===== config.mk =====
export PLATFORM = sky130hd
export DESIGN_NAME = ssg_emb_sd_adc_dec_ctrl
export DESIGN_NICKNAME = d
export VERILOG_FILES = /design/src/rtl/ssg_emb_sd_adc_dec_ctrl.sv
export SDC_FILE = /design/constraint.sdc
export NUM_CORES = 1
export LEC_CHECK = 0
export BUFFER_PORTS_ARGS = -buffer_cell sky130_fd_sc_hd__buf_2
export CAP_MARGIN = 10
export CELL_PAD_IN_SITES_DETAIL_PLACEMENT = 0
export CELL_PAD_IN_SITES_GLOBAL_PLACEMENT = 2
export CORE_MARGIN = 2
export CORE_UTILIZATION = 28
export CTS_CLUSTER_SIZE = 30
export DETAILED_ROUTE_END_ITERATION = 8
export PLACE_DENSITY = 0.75
export SYNTH_ARGS = -nofsm -noshare
export SYNTH_HDL_FRONTEND = slang
export SYNTH_SLANG_ARGS = --single-unit

===== constraint.sdc =====
create_clock -name clk -period 2.1 [get_ports clk]
set_clock_uncertainty 0.05 [all_clocks]
set_input_delay 0.315 -clock clk [delete_from_list [all_inputs] [get_ports clk]]
set_output_delay 0.315 -clock clk [all_outputs]
set_load 0.1 [all_outputs]

===== src/rtl/ssg_emb_sd_adc_dec_ctrl.sv =====
// Sinc3 decimator sequencer: decimation strobe, frame-aligned rate changes, settle discard, output qualify.
// Optional zero-offset calibration is built when SSG_EMB_SD_ADC_OFFSET_CAL_EN is defined.
module ssg_emb_sd_adc_dec_ctrl #(
  parameter int SETTLE_CNT = 3,
  parameter int LATENCY    = 3,
  parameter int CAL_SHIFT  = 4
) (
  input  logic        clk,
  input  logic        reset_n,
  input  logic        enable,
  input  logic        dec_rate_req,
  input  logic [15:0] offset_cfg,
  input  logic        cal_start,
  input  logic [15:0] sample_in,
  output logic        cnr64,
  output logic        dec_rate,
  output logic [15:0] offset_out,
  output logic [15:0] sample_out,
  output logic        sample_valid,
  output logic        settled,
  output logic        cal_done
);

  typedef enum logic [1:0] {IDLE, SETTLE, RUN, CAL} state_t;

  state_t            state, state_next;
  logic [5:0]        count, count_next;
  logic [5:0]        last, last_next;
  logic [2:0]        settle_cnt, settle_cnt_next;
  logic              dec_rate_next;
  logic              rate_change;
  logic              cal_go;
  logic              cal_finish;
  logic [LATENCY-2:0] pipe_run;
  logic              capture_run;

  // A rate request is only honoured on a frame boundary (strobe cycle).
  assign rate_change = cnr64 && (dec_rate_req != dec_rate);
  assign capture_run = pipe_run[LATENCY-2] && (state == RUN) && enable;
  assign settled     = (state == RUN) || (state == CAL);
  assign last        = dec_rate ? 6'd31 : 6'd63;
  assign last_next   = dec_rate_next ? 6'd31 : 6'd63;

  always_comb begin
    state_next      = state;
    settle_cnt_next = settle_cnt;
    dec_rate_next   = dec_rate;
    if (!enable) begin
      state_next = IDLE;
    end else begin
      case (state)
        IDLE: begin
          state_next      = SETTLE;
          settle_cnt_next = 3'd0;
          dec_rate_next   = dec_rate_req;
        end
        default: begin
          if (rate_change) begin
            state_next      = SETTLE;
            settle_cnt_next = 3'd0;
            dec_rate_next   = dec_rate_req;
          end else if ((state == SETTLE) && cnr64) begin
            if (settle_cnt == 3'(SETTLE_CNT - 1)) state_next = RUN;
            else settle_cnt_next = settle_cnt + 3'd1;
          end else if (cal_go) begin
            state_next = CAL;
          end else if (cal_finish) begin
            state_next = RUN;
          end
        end
      endcase
    end
  end

  always_comb begin
    count_next = count + 6'd1;
    if ((state_next == IDLE) || (state == IDLE) || (count == last)) count_next = 6'd0;
  end

  always_ff @(posedge clk or negedge reset_n) begin
    if (!reset_n) begin
      state        <= IDLE;
      count        <= 6'd0;
      settle_cnt   <= 3'd0;
      dec_rate     <= 1'b0;
      cnr64        <= 1'b0;
      pipe_run     <= '0;
      sample_out   <= 16'd0;
      sample_valid <= 1'b0;
    end else begin
      state        <= state_next;
      count        <= count_next;
      settle_cnt   <= settle_cnt_next;
      dec_rate     <= dec_rate_next;
      cnr64        <= (state_next != IDLE) && (count_next == last_next);
      sample_valid <= capture_run;
      if (capture_run) sample_out <= sample_in;
      // Each pipe bit tags a strobe issued while running; dropping enable flushes it.
      if (state_next == IDLE) begin
        pipe_run <= '0;
      end else begin
        pipe_run[0] <= cnr64 && (state == RUN);
        for (int i = 1; i < LATENCY - 1; i++) pipe_run[i] <= pipe_run[i-1];
      end
    end
  end

`ifdef SSG_EMB_SD_ADC_OFFSET_CAL_EN
  localparam int AW = 16 + CAL_SHIFT;

  logic [LATENCY-2:0]   pipe_cal;
  logic signed [AW-1:0] acc, acc_sum;
  logic [CAL_SHIFT-1:0] cal_cnt;
  logic                 cal_take;
  logic [17:0]          ofs_sum;
  logic [15:0]          ofs_clamped;

  assign cal_go     = (state == RUN) && cal_start;
  assign cal_take   = pipe_cal[LATENCY-2] && (state == CAL) && enable;
  assign cal_finish = cal_take && (&cal_cnt);
  assign acc_sum    = acc + {{CAL_SHIFT{sample_in[15]}}, sample_in};
  // Average halved: the upper slice is (acc >>> CAL_SHIFT) >>> 1, sign-extended to 18 bits.
  assign ofs_sum    = {2'b00, offset_out} + {{3{acc_sum[AW-1]}}, acc_sum[AW-1:CAL_SHIFT+1]};
  assign ofs_clamped = ofs_sum[17] ? 16'h0000 : (ofs_sum[16] ? 16'hFFFF : ofs_sum[15:0]);

  always_ff @(posedge clk or negedge reset_n) begin
    if (!reset_n) begin
      pipe_cal   <= '0;
      acc        <= '0;
      cal_cnt    <= '0;
      offset_out <= 16'd0;
      cal_done   <= 1'b0;
    end else begin
      cal_done <= cal_finish;
      if (state_next == IDLE) begin
        pipe_cal <= '0;
      end else begin
        pipe_cal[0] <= cnr64 && (state == CAL);
        for (int i = 1; i < LATENCY - 1; i++) pipe_cal[i] <= pipe_cal[i-1];
      end
      if ((state == IDLE) && enable) offset_out <= offset_cfg;
      else if (cal_finish)           offset_out <= ofs_clamped;
      if ((state == RUN) && (state_next == CAL)) begin
        acc     <= '0;
        cal_cnt <= '0;
      end else if (cal_take) begin
        acc     <= acc_sum;
        cal_cnt <= cal_cnt + CAL_SHIFT'(1);
      end
    end
  end
`else
  logic cal_start_unused;

  assign cal_start_unused = cal_start;
  assign cal_go           = 1'b0;
  assign cal_finish       = 1'b0;
  assign cal_done         = 1'b0;

  always_ff @(posedge clk or negedge reset_n) begin
    if (!reset_n) offset_out <= 16'd0;
    else          offset_out <= offset_cfg;
  end
`endif

endmodule


==> impl_results.md <==
- Status: complete, no violations
- FMAX: 569 MHz
- Drt total wl: 3740 µm
- Worst reg2reg startpoint: count[2]$_DFF_PN0_
- Worst Path Required: 2230 ps
- EDFF count, synth: 0
- Ant. Diodes: 0
- CORE AREA: 6280 µm²
- Drt first pass iters: 4
- Dpl hpwl: 2660 µm
- Clock Tree Buf Depth: 2
- Hold Crit Endpoint: offset_out[0]$_DFF_PN0_
- Net Sw Frac: 28.5%
- Clock sinks: 48
- Sequential area share after synthesis: 66.7%
- Yosys warnings: 0
- Ports: 74
- IR drop worst, VDD: 0.000402 V
- Worst reg-to-reg setup slack: 340 ps
- Seq cells post-synth: 48
- Worst r2r dst: cnr64$_DFF_PN0_
- Hold_sp: offset_cfg[0]
- Post-Layout Cell Count: 317
- Worst reg2reg path depth: 4
- Largest net degree at the start of global routing: 26
- Comb pwr share: 13.5%
- Clock power frac: 36.1%
- P_sw: 0.000542 W
- Root Buffer Master: clkbuf_8
- Routed vias/inst: 4.24
- Tmin final: 1760 ps
- Initial antenna violation count: 0
- Sequential standard cell area: 1200 µm²
- Worst skew pair latency: 300 ps
- Gpl congestion: 0.667
- Final setup fails: 0
- Arr. time, crit path: 1890 ps
- HP Class: in2reg
- WL/cell: 11.8 µm
- Fillers: 654
- Final setup TNS: 0 ps
- Cell Pwr Density: 797 nW/µm²
- DRC viols: 0
- Synth async-reset ratio: 100%
- Cells on Worst Hold Path: 1
- Port bufs: 71
- Total track usage: 11.1%
- Num rows: 29
- Via Count: 1343
- Cts bufs inserted: 5
- CP max FO: 4
- Startpoint Class: register
- Die height: 84.2 µm
- 1st-iter DRT viols: 42
- Seq pwr share: 50.4%
- Final hold vios: 0
- Synthesis-to-finish area growth: 32.4%
- Postcts setup bufs: 0
- Gr ovfl total: 0
- Endpoint kind of the worst setup timing path: register
- Period Utilization, post-route: 83.6%
- Worst Max-Slew Pin Slew: 610 ps
- Int Power: 0.00136 W
- Library cells used by synthesis: 35
- Die ar.: 7090 µm²
- RSZ-0062 raised after global routing: no
- PnR Total Power: 0.00190 W
- Post-Synthesis Cell Area: 1800 µm²
- Fin nets: 279
- Starting density of the core: 28.7%
- Syn avg cell area: 11.0 µm²
- Setup WS pre-CTS: 358 ps
- Vias in the first global route: 1337
- Placed cells: 308
- Share of cells above drive strength 1: 36.3%
- Footprint of the multi-input gates: 559 µm²
- Reg clk slew, reported paths: 90 ps
- Final WS setup: 344 ps
- WS Path Type: reg2reg
- Post-synthesis net count: 203
- Chip Width: 84.2 µm
- Pins Over Slew Limit: 0
- Max-cap viol count: 0
- CTS H-tree lvls: 2
- Antenna Nets Post-Route: 0
- Max_slew headroom: 59.3%
- Leakage: 1.29 nW
- First-pass GRT wire length: 6220 µm
- CTS tree: yes
- Most common flop cell mapped by yosys: dfrtp_1
- Cell count after synthesis: 163
stage by stage:
step / hold WS [ps] / utilization [%] / cell area (µm²)
after floorplan: -30.6 / - / 1800
after CTS: 50.2 / 38.0 / 2380
final: 62.0 / 38.0 / 2380
after global routing: 38.4 / 38.0 / 2380
after global placement: 311 / 36.0 / 2260
after detailed placement: 309 / 36.0 / 2260
cells in the final DEF (no fill, tap or decap), types with 2 or more instances in the layout:
master / netlist / final
a21boi_0: 2 / 2
a21oi_1: 4 / 4
buf_2: 2 / 71
buf_4: 1 / 2
clkbuf_8: 0 / 5
dfrtp_1: 48 / 48
ha_1: 3 / 3
inv_1: 2 / 2
nand2_1: 56 / 56
nand3_1: 2 / 2
nor2_1: 7 / 7
nor3_1: 2 / 2
o21ai_0: 3 / 3
or2_2: 2 / 2
xnor2_1: 4 / 4
xor2_1: 3 / 3
timing repair:
item	4_1_cts	5_1_grt
endpoints found under the setup margin	0	0
hold endpoints to repair	24	0
resized for setup	0	0
hold buffers	1	0
flip-flops by register name, summed over array words and instances, names as in the netlist:
| signal | flops |
|---|---|
| cnr64 | 1 |
| count | 6 |
| dec_rate | 1 |
| offset_out | 16 |
| pipe_run | 2 |
| sample_out | 16 |
| sample_valid | 1 |
| settle_cnt | 3 |
| state | 2 |
final cells by class:
cell class | count | area share [%]
Sequential cell | 48 | 50.4
Multi-Input combinational cell | 106 | 23.5
Timing Repair Buffer | 75 | 16.8
Tap cell | 77 | 4.04
Clock buffer | 5 | 2.89
Clock inverter | 3 | 1.94
Inverter | 3 | 0.472
worst max path at each step:
stage / startpoint / endpoint / slack [ps]
after global placement: count[4]$_DFF_PN0_ / cnr64$_DFF_PN0_ / 380
final: count[2]$_DFF_PN0_ / cnr64$_DFF_PN0_ / 340
after floorplan: cnr64$_DFF_PN0_ / cnr64$_DFF_PN0_ / 30
after global routing: count[4]$_DFF_PN0_ / cnr64$_DFF_PN0_ / 240
after detailed placement: count[4]$_DFF_PN0_ / cnr64$_DFF_PN0_ / 360
after CTS: count[4]$_DFF_PN0_ / cnr64$_DFF_PN0_ / 340
synthesized netlist by cell type (2+ instances only):
cell type  instances  area share, %
dfrtp_1           48             67
a21oi_1            4            1.1
nor3_1             2           0.56
nor2_1             7            1.5
nand2_1           56             12
nand3_1            2           0.56
inv_1              2           0.42
o21ai_0            3           0.83
buf_2              2           0.56
clkbuf_1           3           0.63
ha_1               3            2.1
xnor2_1            4            1.9
xor2_1             3            1.5
a21boi_0           2           0.83
or2_2              2           0.69
power groups by stage:
stage | Clock [W] | Sequential (W) | Combinational, W
after floorplan | 0 | 0.00111 | 0.0000382
after detailed placement | 0 | 0.000975 | 0.000259
after global routing | 0.000749 | 0.000960 | 0.000273
after global placement | 0 | 0.000975 | 0.000259
final | 0.000686 | 0.000957 | 0.000257
after CTS | 0.000716 | 0.000957 | 0.000260
routing by layer:
metal / vias up / routed length [µm] / track usage (%)
li1: 672 / - / -
met1: 615 / 1760 / 14.6
met2: 51 / 1610 / 16.9
met3: 5 / 328 / 4.72
met4: 0 / 40 / 3.08
met5: - / 0 / 0
cells by family after synthesis:
kind of cell    count (synthesis)  share of synthesized area, %
compound gates                 17                          6.46
xor+xnor                        7                          3.41
fa+ha+maj                       3                          2.09
buf+inv                         9                          2.22
flops                          48                          66.7
other cells                     1                         0.208
simple gates                   78                          18.9
worst max-delay path: stages (launching register included):
cell,delay (ps)
dfrtp_1,430
nand3_2,120
or3_4,350
a211o_1,300
a2111oi_1,390
Power figures use the tool's default switching activity.
